<file path="config.mk">
export PLATFORM = sky130hd
export DESIGN_NAME = bcd_sub_sequencer
export DESIGN_NICKNAME = d
export VERILOG_FILES = /design/src/rtl/bcd_pkg.sv /design/src/rtl/Complement_9.sv /design/src/rtl/bcd_digit_adder.sv /design/src/rtl/bcd_sub_sequencer.sv
export SDC_FILE = /design/constraint.sdc
export NUM_CORES = 1
export LEC_CHECK = 0
export CAP_MARGIN = 20
export CELL_PAD_IN_SITES_DETAIL_PLACEMENT = 0
export CELL_PAD_IN_SITES_GLOBAL_PLACEMENT = 1
export CORE_MARGIN = 2
export CORE_UTILIZATION = 25
export DETAILED_ROUTE_END_ITERATION = 6
export PLACE_DENSITY_LB_ADDON = 0.1
export REMOVE_ABC_BUFFERS = 1
export SLEW_MARGIN = 25
export SYNTH_ARGS = -nofsm -noshare
export SYNTH_HDL_FRONTEND = slang
export SYNTH_HIERARCHICAL = 1
export SYNTH_SLANG_ARGS = --single-unit
</file>
<file path="constraint.sdc">
create_clock -name clk -period 6 [get_ports clk]
set_clock_uncertainty 0.15 [all_clocks]
set_input_delay 1.2 -clock clk [delete_from_list [all_inputs] [get_ports clk]]
set_output_delay 1.2 -clock clk [all_outputs]
set_load 0.01 [all_outputs]
</file>
<file path="src/rtl/bcd_pkg.sv">
// Shared types, constants and helpers for the digit-serial BCD subtractor.
package bcd_pkg;

  localparam int unsigned BCD_DIGIT_W = 4;
  localparam logic [BCD_DIGIT_W-1:0] BCD_MAX = 4'd9;

  typedef enum logic [1:0] {
    IDLE,
    SUB,
    RECOMP,
    DONE
  } state_t;

  function automatic logic bcd_digit_valid(input logic [BCD_DIGIT_W-1:0] d);
    return d <= BCD_MAX;
  endfunction

endpackage

</file>
<file path="src/rtl/Complement_9.sv">
// Single BCD digit 9's complement: c = 9 - d for d in 0..9.
module Complement_9
  import bcd_pkg::*;
(
  input  logic [BCD_DIGIT_W-1:0] digit,
  output logic [BCD_DIGIT_W-1:0] comp
);

  always_comb begin
    comp = BCD_MAX - digit;
  end

endmodule

</file>
<file path="src/rtl/bcd_digit_adder.sv">
// Combinational BCD digit adder: x + y + cin, decimal-corrected, with carry out.
module bcd_digit_adder
  import bcd_pkg::*;
(
  input  logic [BCD_DIGIT_W-1:0] x,
  input  logic [BCD_DIGIT_W-1:0] y,
  input  logic                   cin,
  output logic [BCD_DIGIT_W-1:0] digit,
  output logic                   cout
);

  logic [BCD_DIGIT_W:0] raw;

  always_comb begin
    raw = {1'b0, x} + {1'b0, y} + {{BCD_DIGIT_W{1'b0}}, cin};
    if (raw > {1'b0, BCD_MAX}) begin
      digit = BCD_DIGIT_W'(raw - 5'd10);
      cout  = 1'b1;
    end else begin
      digit = raw[BCD_DIGIT_W-1:0];
      cout  = 1'b0;
    end
  end

endmodule

</file>
<file path="src/rtl/bcd_sub_sequencer.sv">
// Digit-serial N-digit BCD subtractor: |A - B| and sign, via 10's complement add
// with an optional re-complement pass, sharing one complementer and one adder.
module bcd_sub_sequencer
  import bcd_pkg::*;
#(
  parameter int unsigned DIGITS = 4
) (
  input  logic                  clk,
  input  logic                  rst,
  input  logic                  start,
  input  logic [4*DIGITS-1:0]   a_bcd,
  input  logic [4*DIGITS-1:0]   b_bcd,
  output logic                  busy,
  output logic                  done,
  output logic [4*DIGITS-1:0]   result,
  output logic                  negative,
  output logic                  invalid
);

  localparam int unsigned W     = BCD_DIGIT_W * DIGITS;
  localparam int unsigned IDX_W = $clog2(DIGITS) + 1;

  state_t                 state, state_nx;
  logic [W-1:0]           a_q, b_q;
  logic [IDX_W-1:0]       idx;
  logic                   carry;
  logic                   last;
  logic                   ops_valid;
  logic [BCD_DIGIT_W-1:0] a_dig, b_dig, r_dig;
  logic [BCD_DIGIT_W-1:0] comp_in, comp_out, add_x, sum_dig;
  logic                   sum_cout;

  // Compare-and-select instead of variable part-selects keeps the index
  // range provably in bounds for any DIGITS.
  always_comb begin
    a_dig = '0;
    b_dig = '0;
    r_dig = '0;
    for (int unsigned i = 0; i < DIGITS; i++) begin
      if (idx == IDX_W'(i)) begin
        a_dig = a_q[i*BCD_DIGIT_W +: BCD_DIGIT_W];
        b_dig = b_q[i*BCD_DIGIT_W +: BCD_DIGIT_W];
        r_dig = result[i*BCD_DIGIT_W +: BCD_DIGIT_W];
      end
    end
  end

  always_comb begin
    ops_valid = 1'b1;
    for (int unsigned i = 0; i < DIGITS; i++) begin
      if (!bcd_digit_valid(a_bcd[i*BCD_DIGIT_W +: BCD_DIGIT_W]) ||
          !bcd_digit_valid(b_bcd[i*BCD_DIGIT_W +: BCD_DIGIT_W]))
        ops_valid = 1'b0;
    end
  end

  always_comb begin
    last    = (idx == IDX_W'(DIGITS - 1));
    comp_in = (state == RECOMP) ? r_dig : b_dig;
    add_x   = (state == RECOMP) ? '0 : a_dig;
  end

  Complement_9 u_comp (
    .digit (comp_in),
    .comp  (comp_out)
  );

  bcd_digit_adder u_add (
    .x     (add_x),
    .y     (comp_out),
    .cin   (carry),
    .digit (sum_dig),
    .cout  (sum_cout)
  );

  always_ff @(posedge clk or posedge rst) begin
    if (rst) state <= IDLE;
    else     state <= state_nx;
  end

  always_comb begin
    state_nx = state;
    case (state)
      IDLE:    if (start) state_nx = ops_valid ? SUB : DONE;
      SUB:     if (last)  state_nx = sum_cout ? DONE : RECOMP;
      RECOMP:  if (last)  state_nx = DONE;
      DONE:    state_nx = IDLE;
      default: state_nx = IDLE;
    endcase
  end

  always_comb begin
    busy = (state != IDLE);
    done = (state == DONE);
  end

  always_ff @(posedge clk or posedge rst) begin
    if (rst) begin
      a_q      <= '0;
      b_q      <= '0;
      result   <= '0;
      negative <= 1'b0;
      invalid  <= 1'b0;
      idx      <= '0;
      carry    <= 1'b0;
    end else begin
      case (state)
        IDLE: if (start) begin
          a_q      <= a_bcd;
          b_q      <= b_bcd;
          result   <= '0;
          negative <= 1'b0;
          invalid  <= !ops_valid;
          idx      <= '0;
          carry    <= 1'b1;
        end
        SUB, RECOMP: begin
          for (int unsigned i = 0; i < DIGITS; i++) begin
            if (idx == IDX_W'(i)) result[i*BCD_DIGIT_W +: BCD_DIGIT_W] <= sum_dig;
          end
          if (last) begin
            idx   <= '0;
            carry <= 1'b1;
            if (state == SUB) negative <= !sum_cout;
          end else begin
            idx   <= idx + IDX_W'(1);
            carry <= sum_cout;
          end
        end
        default: ;
      endcase
    end
  end

endmodule

</file>
After elaboration in Yosys (flattened, before gate mapping)
Cells that the tools add are included.

storage, ports and cells
  output and inout bits = 20
  word-level logic and storage cells = 108
  register bits after elaboration = 56
  input bits = 35

operators by class
  magnitude comparators = 9
  mux-type cells = 42
  $add $sub $neg = 5
  reduce and logical (&&, ||, !) cells = 27
  eq/ne operators = 14

operator list
  operator             number
  $mux 4               19
  $le 4x4->1 const B   8
  $pmux 16 s2          1
  $mux 16              1
  $ne 2x2->1 const B   8
  $reduce_and 3->1     5
  $mux 1               11
  $logic_not 1->1      10
  $mux 2               4
  $pmux 2 s4           1
  $eq 3x2->1 const B   2
  $mux 3               2
  $pmux 3 s2           1
  $add 4x4->5          1
  $add 5x1->5          1
  $gt 5x4->1 const B   1
  $eq 2x2->1 const B   2
  $logic_or 1x1->1     4
  $pmux 1 s2           2
  $reduce_and 2->1     2
  $reduce_and 4->1     1
  $reduce_bool 2->1    2
  $sub 4x4->4 const A  1
  $sub 4x4->4 const B  1
  other kinds (6)      6

Depth between registers and ports, before layout
  word-level depth = 15
  mapped depth = 18
  mapped depth without buffers = 17

Hierarchy
Netlist, hierarchy kept.

modules (own cells, without submodules)
  module             area each (µm²)  cells each  times used  sequential area each (µm²)
  bcd_sub_sequencer  2935.3           273         1           1401.3
  bcd_digit_adder    211.5            22          1           0.0
  Complement_9       40.0             6           1           0.0

Worst setup path after synthesis
No wires, ideal clock.

  path kind = register -> register
  from = register idx[0]
  to = register result[15]
  data arrival time = 3806 ps
  path buffers = 1
  clock period less this slack = 4081 ps
  data required time = 5725 ps
  path slack = 1919 ps
  stages on the path, launching flop included = 18
  setup time = 125 ps
  cell sequence = dfrtp_1 -> inv_1 -> ha_1 -> buf_1 -> nand2_1 -> o21ai_0 -> a22oi_1 -> o22ai_1 -> inv_1 -> fa_1 -> fa_1 -> xnor2_1 -> ha_1 -> a31o_1 -> a2111oi_0 -> nor2b_1 -> and2_1 -> mux2_4

between the ends
  longest elaborated chain between the ends = 13
  elaborated cells on any way between the ends = 28
  classes of those cells = 4 x add/sub; 1 x order compare; 4 x eq/ne; 17 x mux; 2 x reduce/logical

RTL lines
  what                                              RTL line                                      text
  start: declaration                                bcd_sub_sequencer.sv:25                       logic [IDX_W-1:0] idx;
  start signal: assignment                          bcd_sub_sequencer.sv:126                      idx <= idx + IDX_W'(1);
  $logic_not 3->1                                   bcd_sub_sequencer.sv:40                       if (idx == IDX_W'(i)) begin
  $mux 4 (4 in a row)                               bcd_sub_sequencer.sv:40
  $mux 4 (*)                                        bcd_sub_sequencer.sv:59                       comp_in = (state == RECOMP) ? r_dig : b_dig;
  via comp_in[0]                                    bcd_sub_sequencer.sv:30                       logic [BCD_DIGIT_W-1:0] comp_in, comp_out, add_x, sum_dig;
  $sub 4x4->4 (*)                                   Complement_9.sv:10                            comp = BCD_MAX - digit;
  via comp_out[0]                                   bcd_sub_sequencer.sv:30
  $add 4x4->5 (*)                                   bcd_digit_adder.sv:15                         raw = {1'b0, x} + {1'b0, y} + {{BCD_DIGIT_W{1'b0}}, cin};
  $add 5x1->5 (*)                                   bcd_digit_adder.sv:15
  $sub 4x4->4 / $gt 5x4->1 (equally long branches)  bcd_digit_adder.sv:17, bcd_digit_adder.sv:16
  $mux 4 (*)                                        bcd_digit_adder.sv:16                         if (raw > {1'b0, BCD_MAX}) begin
  via sum_dig[3]                                    bcd_sub_sequencer.sv:30
  $mux 4 (*)                                        bcd_sub_sequencer.sv:119                      if (idx == IDX_W'(i)) result[i*BCD_DIGIT_W +: BCD_DIGIT_W] <= sum_dig;
  $pmux 16 s2 (*)                                   bcd_sub_sequencer.sv:107                      case (state)
  end signal: indexed assignment                    bcd_sub_sequencer.sv:119
  end: declaration                                  bcd_sub_sequencer.sv:15                       output logic [4*DIGITS-1:0] result,

The timed path passes the listed nets; every way through them passes the cells marked *. The select of a mux whose other input is x is not followed.
A chain may end at the register's enable or synchronous reset.

Worst setup path after layout
  from = register idx[1]
  to = register result[15]

The elaborated chain is that of the path after synthesis.

==> qor.txt <==
Slew Limit Fails -> 0
Reg clk slew, reported paths -> 0.07 ns
WP data required -> 6.04 ns
highest fanout seen on the critical path -> 25
die extent in x -> 117 um
largest family of logic cells by synthesized area -> compound AO/OA/AOI/OAI gates
Post-DRT Antenna Nets -> 0
drt wl/cell -> 16.5 um
CP Class -> flop to flop
post-synthesis cell count -> 301
dpl hpwl -> 6.45 mm
Port Buf Inserts -> 54
Die H -> 117 um
Avg Inst Size Synth -> 10.6 um^2
total track usage -> 13.8%
Vias/cell -> 4.46
post-synthesis sequential area ratio -> 44.0%
Core Region -> 0.0125 mm^2
startpoint types -> flop
Die Area -> 0.0137 mm^2
CTS Buf Count -> 5
initial cell density of the core -> 25.5%
postcts setup bufs -> 0
H-tree depth -> 2
first-pass detailed-route iteration total -> 4
nets@finish -> 400
initial antenna violation count -> 0
Worst Setup EP -> result[15]$_DFFE_PP0P_
Synth-to-Final Area Change -> 26.7%
Tmin final -> 4.77 ns
Crit. path cell count -> 16
Synth Flop Type -> dfrtp_1
RSZ-0062 raised after global routing -> false
worst reg2reg startpoint -> idx[1]$_DFFE_PP0P_
endpoints failing hold -> 0
CP arrival -> 4.81 ns
leading area contributor after synthesis -> dfrtp_1
total global routing overflow -> 0
Critical Path Most Common Cell -> ha_1
first-pass GRT wire length -> 14.0 mm
Synth top area share -> 44.0%
CTS Buffer Depth -> 2
fraction of layout cells with a size suffix above 1 -> 17.9%
Root Buffer -> clkbuf_16
RePlAce Congestion -> 0.797
Max Cap Viol -> 0
worst reg2reg path depth -> 16
setup_tns -> 0 ns
Synth Area in Compound Gates -> 17.2%
register bit total from synthesis -> 56
# clock sinks -> 56
Worst Setup SP -> idx[1]$_DFFE_PP0P_
CP peak stage delay -> 0.66 ns
Hold/Removal Path Class -> flop to flop
routed wire length -> 8.61 mm
synth top area cells -> dfrtp_1 (44%), mux2_2 (14%), ha_1 (5.1%)
Synth Area in Simple Gates -> 10.0%
vias in the first global route -> 2479
critical path's slowest cell -> ha_1
post-synthesis mux area share -> 17.0%
post-cts hold buffer count -> 0
crit-path cells -> inv_1, ha_1, nand2_1, o21ai_0, a221oi_1, o32ai_1, inv_1, ha_1, ha_1, xnor2_1, ha_1, a31o_1, a2111oi_0, nor2b_1, and2_1, mux2_4
Peak Freq -> 210 MHz
Remaining DRCs -> 0
non-filler cells, final -> 523
worst-skew pair later-pin latency -> 0.31 ns
largest net degree at the start of global routing -> 57
r2r setup slk -> 1.23 ns
hold path depth -> 2
CP Capture Type -> flop
Post-Synth Adder-Cell Area -> 6.36%
Setup-failing EPs final -> 0
Post-synth top cells -> dfrtp_1 (56), mux2_2 (40), a21oi_1 (25), nand2_1 (25), o21ai_0 (22)
post-CTS resize count -> 0
Mapped Area -> 0.00319 mm^2
io pins -> 55
final period utilization -> 79.4%
CTS tree -> yes
library cells used by synthesis -> 45
crit path buf inv count -> 2
initial DRC count -> 85
cell with the most instances after synthesis -> dfrtp_1
Core Rows -> 41
EDFF count, synth -> 0
placed cells -> 515
vias -> 2335
Post-synth ARST share -> 100%
outcome -> completed
delay-heaviest family, CP -> adder cells
ANT cells -> 0
relative slew slack -> 47.9%
RR Endpoint -> result[15]$_DFFE_PP0P_
Worst-Margin Slew -> 0.770 ns
Synth Warn # -> 6
xor and xnor area share after synthesis -> 0.824%
[metal layers]
metal,up-vias,track usage [%],routed length (um)
met4,0,4.71,127
met3,8,2.52,211
met1,1115,19.4,4320
met2,38,21.5,3950
li1,1174,-,-
met5,-,0,0
[cell type report]
class / count / area, um^2
Fill cell: 1330 / 8480
Multi-Input combinational cell: 211 / 1640
Sequential cell: 56 / 1400
Timing Repair Buffer: 58 / 571
Tap cell: 172 / 215
Clock buffer: 6 / 129
Inverter: 18 / 67.6
Clock inverter: 2 / 13.8
[worst min path at each step]
stage	from	slack (ns)	to
2_1_floorplan	b_q[0]$_DFFE_PP0P_	0.33	b_q[0]$_DFFE_PP0P_
3_3_place_gp	invalid$_DFFE_PP0P_	0.34	invalid$_DFFE_PP0P_
3_5_place_dp	a_q[4]$_DFFE_PP0P_	0.34	a_q[4]$_DFFE_PP0P_
4_1_cts	a_q[4]$_DFFE_PP0P_	0.36	a_q[4]$_DFFE_PP0P_
5_1_grt	a_q[4]$_DFFE_PP0P_	0.38	a_q[4]$_DFFE_PP0P_
6_report	invalid$_DFFE_PP0P_	0.35	invalid$_DFFE_PP0P_
[sequential cells by signal, summed over array words and instances, names as in the netlist]
name,flops
a_q,16
b_q,16
result,16
idx,3
state,2
carry,1
invalid,1
negative,1
[cell families (layout without fill, tap and decap cells)]
kind of cell,Yosys count,in the layout
mux,46,46
flops,56,56
fa+ha+maj,15,15
xor+xnor,3,3
compound gates,84,84
buf+inv,34,84
simple gates,63,63
[tightest hold or removal path: stages (launching register included)]
cell	delay, ns
dfrtp_1	0.35
a21oi_1	0.04
nor2_1	0.07
[layout by cell type, fill, tap and decap left out, types with 2 or more instances in the layout]
cell | Yosys | final
a21oi_1 | 25 | 25
mux2_4 | 4 | 4
xnor2_1 | 2 | 2
o21ai_0 | 22 | 22
ha_1 | 13 | 13
o22ai_1 | 8 | 8
nand2b_1 | 8 | 8
a21oi_2 | 2 | 2
nor2b_1 | 5 | 5
mux2_2 | 40 | 40
nor2_1 | 6 | 6
a221oi_1 | 4 | 4
buf_4 | 2 | 4
clkdlybuf4s50_1 | 0 | 54
a22oi_1 | 4 | 4
dfrtp_1 | 56 | 56
a22o_1 | 7 | 7
fa_1 | 2 | 2
nand2_1 | 25 | 25
nand3_1 | 5 | 5
nand3b_1 | 4 | 4
and2_1 | 4 | 4
o32ai_1 | 2 | 2
clkbuf_16 | 0 | 5
inv_1 | 18 | 17
[metrics by stage]
stage               utilization (%)  setup slack, ns  hold WS [ns]  cell area [um^2]
finish                         32.3             1.23         0.354              4040
global route                   32.3            0.832         0.378              4040
CTS                            32.3             1.19         0.363              4040
detailed placement             31.1             1.22         0.345              3890
global placement               31.1             1.39         0.339              3890
floorplan                         -             1.62         0.329              3110
Power is left out: the tool's default activity adds up to more than one toggle a clock period on the data nets, which glitch-free logic cannot reach.
